## src/rtl/rf_pkg.sv

```systemverilog
// ============================================================================
// Module      : rf_pkg
// Description : Shared constants and types for the scoreboarded register file
// Revision    : 1.0 - initial release
// ============================================================================
`default_nettype none

`ifndef MEM_DEPTH
`define MEM_DEPTH 32'h0001_0000
`endif

package rf_pkg;

    // Architectural register indices with fixed roles
    localparam int REG_ZERO = 0;
    localparam int REG_SP   = 2;

    // Default geometry
    localparam int RF_XLEN_DEFAULT  = 32;
    localparam int RF_NREGS_DEFAULT = 32;
    localparam int RF_AW_DEFAULT    = $clog2(RF_NREGS_DEFAULT);

    // Stack pointer sits just above the top of the data memory
    localparam logic [31:0] SP_INIT_DEFAULT = 32'h0100_0000 + `MEM_DEPTH;

    // Register index for the default geometry
    typedef logic [RF_AW_DEFAULT-1:0] reg_idx_t;

endpackage

`default_nettype wire

```

## src/rtl/rf_scoreboard.sv

```systemverilog
// ============================================================================
// Module      : rf_scoreboard
// Description : Per-register busy bits for issue-stage hazard detection
// Revision    : 1.0 - initial release
// ============================================================================
`default_nettype none

module rf_scoreboard
    import rf_pkg::*;
#(
    parameter int   NREGS    = RF_NREGS_DEFAULT,
    parameter bit   ZERO_REG = 1'b1,
    localparam int  AW       = $clog2(NREGS)
) (
    input  logic          clock,
    input  logic          reset,
    input  logic          write_enable,
    input  logic [AW-1:0] addr_rd,
    input  logic          alloc_valid,
    input  logic [AW-1:0] alloc_rd,
    input  logic [AW-1:0] addr_rs1,
    input  logic [AW-1:0] addr_rs2,
    output logic          busy_rs1,
    output logic          busy_rs2
);

    logic [NREGS-1:0] r_busy;
    logic [NREGS-1:0] w_busy_next;

    // Next busy vector: writeback clears, allocation sets afterwards so a new
    // producer on the same register supersedes the retiring one
    always_comb begin
        w_busy_next = r_busy;
        if (write_enable) begin
            w_busy_next[addr_rd] = 1'b0;
        end
        if (alloc_valid) begin
            w_busy_next[alloc_rd] = 1'b1;
        end
        if (ZERO_REG) begin
            w_busy_next[REG_ZERO] = 1'b0;
        end
    end

    // Busy vector register, cleared on reset
    always_ff @(posedge clock) begin
        if (reset) begin
            r_busy <= '0;
        end else begin
            r_busy <= w_busy_next;
        end
    end

    // A writeback landing this cycle already resolves the hazard, matching
    // the forwarding path in the read muxes
    assign busy_rs1 = r_busy[addr_rs1] & ~(write_enable & (addr_rd == addr_rs1));
    assign busy_rs2 = r_busy[addr_rs2] & ~(write_enable & (addr_rd == addr_rs2));

endmodule

`default_nettype wire

```

## src/rtl/regfile_sb.sv

```systemverilog
// ============================================================================
// Module      : regfile_sb
// Description : 2R/1W register file with x0, bypass, stall hold and scoreboard
// Revision    : 1.0 - initial release
// ============================================================================
`default_nettype none

module regfile_sb
    import rf_pkg::*;
#(
    parameter int              XLEN     = RF_XLEN_DEFAULT,
    parameter int              NREGS    = RF_NREGS_DEFAULT,
    parameter logic [XLEN-1:0] SP_INIT  = XLEN'(SP_INIT_DEFAULT),
    parameter bit              BYPASS   = 1'b1,
    parameter bit              ZERO_REG = 1'b1,
    localparam int             AW       = $clog2(NREGS)
) (
    input  logic            clock,
    input  logic            reset,
    input  logic            read_enable,
    input  logic [AW-1:0]   addr_rs1,
    input  logic [AW-1:0]   addr_rs2,
    output logic [XLEN-1:0] R_data_rs1,
    output logic [XLEN-1:0] R_data_rs2,
    input  logic            write_enable,
    input  logic [AW-1:0]   addr_rd,
    input  logic [XLEN-1:0] data_rd,
    input  logic            alloc_valid,
    input  logic [AW-1:0]   alloc_rd,
    output logic            busy_rs1,
    output logic            busy_rs2
);

    // Flop array so the whole file can be reset to architectural values
    logic [XLEN-1:0] r_regs [NREGS];

    logic            w_wr_commit;
    logic [XLEN-1:0] w_rd1;
    logic [XLEN-1:0] w_rd2;

    assign w_wr_commit = write_enable & ~(ZERO_REG && (addr_rd == AW'(REG_ZERO)));

    // Read muxes: zero register first, then optional same-cycle forwarding
    always_comb begin
        w_rd1 = r_regs[addr_rs1];
        w_rd2 = r_regs[addr_rs2];
        if (BYPASS && write_enable && (addr_rd == addr_rs1)) begin
            w_rd1 = data_rd;
        end
        if (BYPASS && write_enable && (addr_rd == addr_rs2)) begin
            w_rd2 = data_rd;
        end
        if (ZERO_REG && (addr_rs1 == AW'(REG_ZERO))) begin
            w_rd1 = '0;
        end
        if (ZERO_REG && (addr_rs2 == AW'(REG_ZERO))) begin
            w_rd2 = '0;
        end
    end

    // Register storage with architectural reset values
    always_ff @(posedge clock) begin
        if (reset) begin
            for (int i = 0; i < NREGS; i++) begin
                r_regs[i] <= (i == REG_SP) ? SP_INIT : '0;
            end
        end else if (w_wr_commit) begin
            r_regs[addr_rd] <= data_rd;
        end
    end

    // Registered read data, held while the pipeline is stalled
    always_ff @(posedge clock) begin
        if (reset) begin
            R_data_rs1 <= '0;
            R_data_rs2 <= '0;
        end else if (read_enable) begin
            R_data_rs1 <= w_rd1;
            R_data_rs2 <= w_rd2;
        end
    end

    rf_scoreboard #(
        .NREGS    (NREGS),
        .ZERO_REG (ZERO_REG)
    ) u_scoreboard (
        .clock        (clock),
        .reset        (reset),
        .write_enable (write_enable),
        .addr_rd      (addr_rd),
        .alloc_valid  (alloc_valid),
        .alloc_rd     (alloc_rd),
        .addr_rs1     (addr_rs1),
        .addr_rs2     (addr_rs2),
        .busy_rs1     (busy_rs1),
        .busy_rs2     (busy_rs2)
    );

endmodule

`default_nettype wire

```

## config.mk

```make
export PLATFORM = sky130hd
export DESIGN_NAME = regfile_sb
export DESIGN_NICKNAME = d
export VERILOG_FILES = /design/src/rtl/rf_pkg.sv /design/src/rtl/rf_scoreboard.sv /design/src/rtl/regfile_sb.sv
export SDC_FILE = /design/constraint.sdc
export NUM_CORES = 2
export LEC_CHECK = 0
export ABC_CLOCK_PERIOD_IN_PS = 3500
export BUFFER_PORTS_ARGS = -buffer_cell sky130_fd_sc_hd__buf_4
export CAP_MARGIN = 20
export CORE_MARGIN = 2
export CORE_UTILIZATION = 30
export CTS_BUF_LIST = sky130_fd_sc_hd__clkbuf_4 sky130_fd_sc_hd__clkbuf_8
export DETAILED_ROUTE_END_ITERATION = 6
export GPL_ROUTABILITY_DRIVEN = 0
export GPL_TIMING_DRIVEN = 1
export PLACE_DENSITY = 0.46
export SETUP_SLACK_MARGIN = 0.1
export SYNTH_ARGS = -nofsm -noshare
export SYNTH_HDL_FRONTEND = slang
export SYNTH_SLANG_ARGS = --single-unit
```

## constraint.sdc

```tcl
create_clock -name clock -period 3.5 [get_ports clock]
set_input_delay 0 -clock clock [delete_from_list [all_inputs] [get_ports clock]]
set_output_delay 0 -clock clock [all_outputs]
set_load 0.02 [all_outputs]
```

* After elaboration in Yosys (flattened, before gate mapping)
Memory sizes are Yosys's and may differ from the RTL's.
Index checks and enable logic that the tools add are counted.
** Word-level totals
- Flip-flop bits (word level) :: 96
- Bits in writable memories :: 1024
- Bits of input ports :: 57
- Memories kept :: 1
** Operators by class
- Magnitude comparators :: 6
- Equality and inequality tests :: 2
- Muxes and demuxes :: 22
- Bitwise gates (word level) :: 11
- Reduce and logical (&&, ||, !) cells :: 8
** Memories
- r_regs :: words 32, bits a word 32, read ports 2, clocked after Yosys merged registers in 0, write ports 32, RTL line regfile_sb.sv:35 : logic [XLEN-1:0] r_regs [NREGS];
** Operators with widths (count)
- $mux W32 :: 7
- $and A32 B32 Y32 :: 1
- $not A32 Y32 :: 1
- $or A32 B32 Y32 :: 1
- $reduce_or A32 Y1 :: 1
- $lt A5 B6 Y1 const B :: 4
- $logic_not A5 Y1 :: 3
- $bmux W1 S5 :: 2
- $demux W1 S5 :: 2
- $eq A5 B5 Y1 :: 2
- $ge A5 B1 Y1 const B :: 2
- $mux W1 :: 10
- $and A1 B1 Y1 :: 5
- $mux W5 :: 1
- $logic_and A1 B1 Y1 :: 4
- $not A1 Y1 :: 3

* Depth between registers and ports, before layout
- Word-level depth :: 9
- Mapped depth :: 8
- Gate-level depth less buffers :: 5

* Hierarchy
Synthesis repeated with hierarchy kept, for this count alone.
** Second synthesis, totals
- Cell total of the unflattened synthesis :: 4094
- Area, all modules :: 58660.0 µm²
** Modules (own cells, without submodules)
- regfile_sb :: instances 1, cells each 3865, area each 56700.6 µm²
- rf_scoreboard :: instances 1, cells each 229, area each 1959.4 µm²

* Least setup slack after synthesis
Ideal clock, no wire load.
- Path type :: input-to-reg
- Start point :: input port addr_rd[3]
- End point :: memory r_regs[4][0] (netlist bit) (enable)
- Setup time :: 0.430 ns
- Data arrival time :: 2.268 ns
- Setup slack :: 0.802 ns
- Stages on the path :: 4
- Path buffers :: 2
- Cells stage by stage :: buf_2 or3b_1 clkbuf_1 o21bai_1
** RTL lines
- start, declared :: RTL line regfile_sb.sv:26 : input logic [AW-1:0] addr_rd,
- end, declared :: RTL line regfile_sb.sv:35

* Worst setup path in the final report
- Start point :: input port alloc_rd[2]
- End point :: register u_scoreboard.r_busy[27]
** Between the ends
- Cells in the longest elaborated chain, start to end :: 6
- Elaborated cells on any way between the ends :: 7
- Classes of those cells :: 2 x order compare; 3 x mux; 1 x bitwise; 1 x reduce/logical
** Ends and longest elaborated chain
- start, declared :: RTL line regfile_sb.sv:29 : input logic [AW-1:0] alloc_rd,
- $lt A5 B6 Y1 (not written as such) or $ge A5 B1 Y1 (tied branches) :: RTL line rf_scoreboard.sv:38 : w_busy_next[alloc_rd] = 1'b1;
- $logic_and A1 B1 Y1 (not written as such) :: RTL line rf_scoreboard.sv:38
- $mux W1 (not written as such) :: RTL line rf_scoreboard.sv:38
- $demux W1 S5 *
- $or A32 B32 Y32 (no source line) *
- $mux W32 * :: RTL line rf_scoreboard.sv:37 : if (alloc_valid) begin
- end signal, assigned :: RTL line rf_scoreboard.sv:50 : r_busy <= w_busy_next;
- end, declared :: RTL line rf_scoreboard.sv:27 : logic [NREGS-1:0] r_busy;
Every way passes the cells marked *; elsewhere a longest branch is shown, timed or not.
A chain may end at the register's enable or synchronous reset.

==> results.py <==
metrics = {
    "floorplanning": {
        "die_y_um": 445,
        "rows": 161,
        "die-area_um2": 198000,
        "ioPinCount": 123,
        "design.core.area_um2": 193000,
        "die_w_um": 445,
        "start_util_pct": 30.2,
    },
    "drt": {
        "ant_nets": 0,
        "wl_per_cell_um": 31.4,
        "drt-pass1-iter-count": 6,
        "drt_iter0_markers": 3460,
        "vias": 37700,
        "wl_mm": 217,
        "drc": 0,
        "viasPerCell": 5.45,
    },
    "clock_network": {
        "cts_resized": 0,
        "clock_tree.root_cell": "clkbuf_8",
        "htree_levels": 4,
        "cts.clk_slew.worst_paths_ns": 0.06,
        "insertion_delay_ns": 0.93,
        "cts_buffers": 194,
        "cts_buffer_depth": 3,
        "cts_tree": "yes",
        "cts.sinks": 1119,
    },
    "yosys": {
        "yosysSeqAreaShare_pct": 56.1,
        "ys_warn_count": 0,
        "synth_fa_ha_area_share_pct": 0,
        "synthCells": 4023,
        "netlist_area_um2": 58200,
        "synth_common_cells": "edfxtp_1, and2_1, mux4_2",
        "synth_top_family_by_area": "multiplexers",
        "synth_area_per_cell_um2": 14.5,
        "synthArstFlopShare_pct": 0,
        "synth_edf_count": 1024,
        "synth-simple-area-share_pct": 12.4,
        "yosysTopAreaCellShare_pct": 52.8,
        "synthXorXnorAreaFrac_pct": 0.150,
        "yosys_register_bits": 1119,
        "yosysMostFrequentCell": "edfxtp_1",
        "synth_cell_types": 45,
        "yosys-top-cells-area": "edfxtp_1, mux4_2, and2_1",
        "synth_compound_area_share_pct": 8.01,
        "synth_flop_cell": "edfxtp_1",
        "synthMuxAreaShare_pct": 20.0,
        "synth_top_area_cell": "edfxtp_1",
    },
    "global_route": {
        "grt_pass1_wl_mm": 306,
        "grt_pass1_vias": 38700,
        "globalRouteTotalUtil_pct": 21.7,
        "grt_max_degree": 97,
        "grt-ovfl-total": 0,
        "antenna_found_initial": 13,
    },
    "worst_setup_path": {
        "crit_fanout": 6,
        "startpoint": "alloc_rd[2]",
        "reg2reg_slack_ns": 0.86,
        "cp-start-kind": "primary input",
        "cp-end-kind": "flip-flop",
        "rr_endpoint": "R_data_rs2[12]$_SDFFE_PP0P_",
        "r2r-start": "r_regs[5][12]$_SDFFCE_PN0P_",
        "cp_data_arrival_time_ns": 4.14,
        "critPathKind": "primary input to flip-flop",
        "crit_required_ns": 4.36,
        "rr_worst_depth": 5,
    },
    "min_path": {
        "hold_path_depth": 4,
        "min_from": "addr_rs2[0]",
        "min_path_type": "primary input to flip-flop",
        "min_to": "R_data_rs2[1]$_SDFFE_PP0P_",
    },
    "cells_and_area": {
        "synthToLayoutAreaGrowth_pct": 16.1,
        "drive_above_1_share_pct": 25.2,
        "nFillCells": 18300,
        "register_area_um2": 32700,
        "nets": 4271,
        "stdcell_area_um2": 67600,
        "multi_input_area_um2": 24200,
    },
    "placed_design": {
        "port-buffer-count": 122,
        "place_area_um2": 63000,
        "hpwlAfterDp_mm": 136,
    },
    "sta": {
        "tightest_slew_ns": 1.02,
        "post-route-min-period_ns": 3.29,
        "relSlewSlack_pct": 31.6,
        "clock_skew_ns": 0.0334,
        "fin_tns_setup_ns": 0,
        "setup_viol": 0,
        "finalMaxSlewViolations": 0,
        "finalHoldViolCount": 0,
        "fin_crit_sh_pct": 93.9,
        "fmax_mhz": 304,
        "rsz0062_at_grt": "no",
    },
    "run": {
        "timing.max_cap.violations": 0,
    },
    "pwr": {
        "ir_worst_vdd_uv": 253,
        "power_density_nw_per_um2": 476,
        "p_leak_nw": 23.6,
    },
    "run_status": {
        "status": "completed",
    },
}
==> how the worst max path moves through the flow <==
stage | to | slack (ns) | cells after the start
after floorplan | r_regs[4][0]$_SDFFCE_PN0P_ | 0.80 | 4
after global placement | R_data_rs1[10]$_SDFFE_PP0P_ | 0.68 | 8
after detailed placement | R_data_rs1[10]$_SDFFE_PP0P_ | 0.68 | 8
after CTS | u_scoreboard.r_busy[27]$_SDFF_PP0_ | 0.49 | 10
after global routing | u_scoreboard.r_busy[27]$_SDFF_PP0_ | 0.23 | 10
final | u_scoreboard.r_busy[27]$_SDFF_PP0_ | 0.21 | 10
==> final cells by class <==
cell class              instances  share of cell area [%]
clock buffers                 271                    5.05
flip-flops and latches       1119                    48.3
repair buffers                401                    5.59
clock inverters                86                   0.653
diodes                          5                  0.0185
well taps                    2526                    4.67
inverters                       5                  0.0277
multi-input cells            2493                    35.7
==> cells by family after synthesis <==
family	count (synthesis)
AOI/OAI and AO/OA	577
xor gates and xnor gates	10
buffers and inverters	442
DFF	1119
muxes	664
other	1
and+or+nand+nor	1210
==> power by group <==
part | switching (mW) | internal (mW) | leakage [nW] | total (mW)
logic | 2.49 | 1.69 | 11.0 | 4.18
registers | 0.467 | 15.3 | 10.5 | 15.8
clock network | 5.75 | 6.48 | 2.04 | 12.2
==> worst max-delay path, cell delays in order <==
cell and delay, ns:
dlygate4sd3_1 0.54, dlygate4sd3_1 0.57, buf_4 0.18, dlygate4sd3_1 0.70, nor2_1 0.19, dlygate4sd3_1 0.66, nand2_1 0.06, dlygate4sd3_1 0.57
a21oi_1 0.11, dlygate4sd3_1 0.56
==> metrics by stage <==
stage,hold slack [ns],setup WS (ns),total power [mW],util [%],cells
final,0.0920,0.213,32.2,35.1,6906
after global routing,0.0775,0.227,33.2,35.1,6903
after CTS,0.00973,0.488,32.5,35.1,6901
after detailed placement,0.425,0.677,20.2,32.7,6463
after global placement,0.417,0.677,20.1,32.6,6462
after floorplan,0.139,0.802,18.2,-,4054
==> routing by layer <==
metal,global-route usage (%),up-vias,part of all wire [%]
met5,0,-,0.0074
met3,2.59,380,4.9
met2,36.8,1331,49
li1,-,16100,-
met4,8.85,2,4.1
met1,28.3,19900,42
==> registers in the layout, summed over array words and instances (netlist names) <==
| signal | cells |
|---|---|
| R_data_rs2 | 32 |
| R_data_rs1 | 32 |
| r_regs | 1024 |
| u_scoreboard.r_busy | 31 |
==> what timing repair did <==
item                                   4_1_cts  5_1_grt
endpoints found under the hold margin     1123        0
buffers inserted                             0        0
hold buffers                                81        0
==> placed cells by master (no fill, tap or decap), types with 50 or more instances in the layout <==
cell and instances:
a221oi_1 192, a22o_1 128, a22oi_1 65, and2_1 990, buf_4 273, clkbuf_4 50
clkbuf_8 221, clkinv_1 57, dfxtp_1 95, dlygate4sd3_1 81, edfxtp_1 1024, mux2i_1 262
mux4_2 402, nor2_1 72, o21a_1 64, o221ai_1 64
Power figures use the tool's default switching activity.
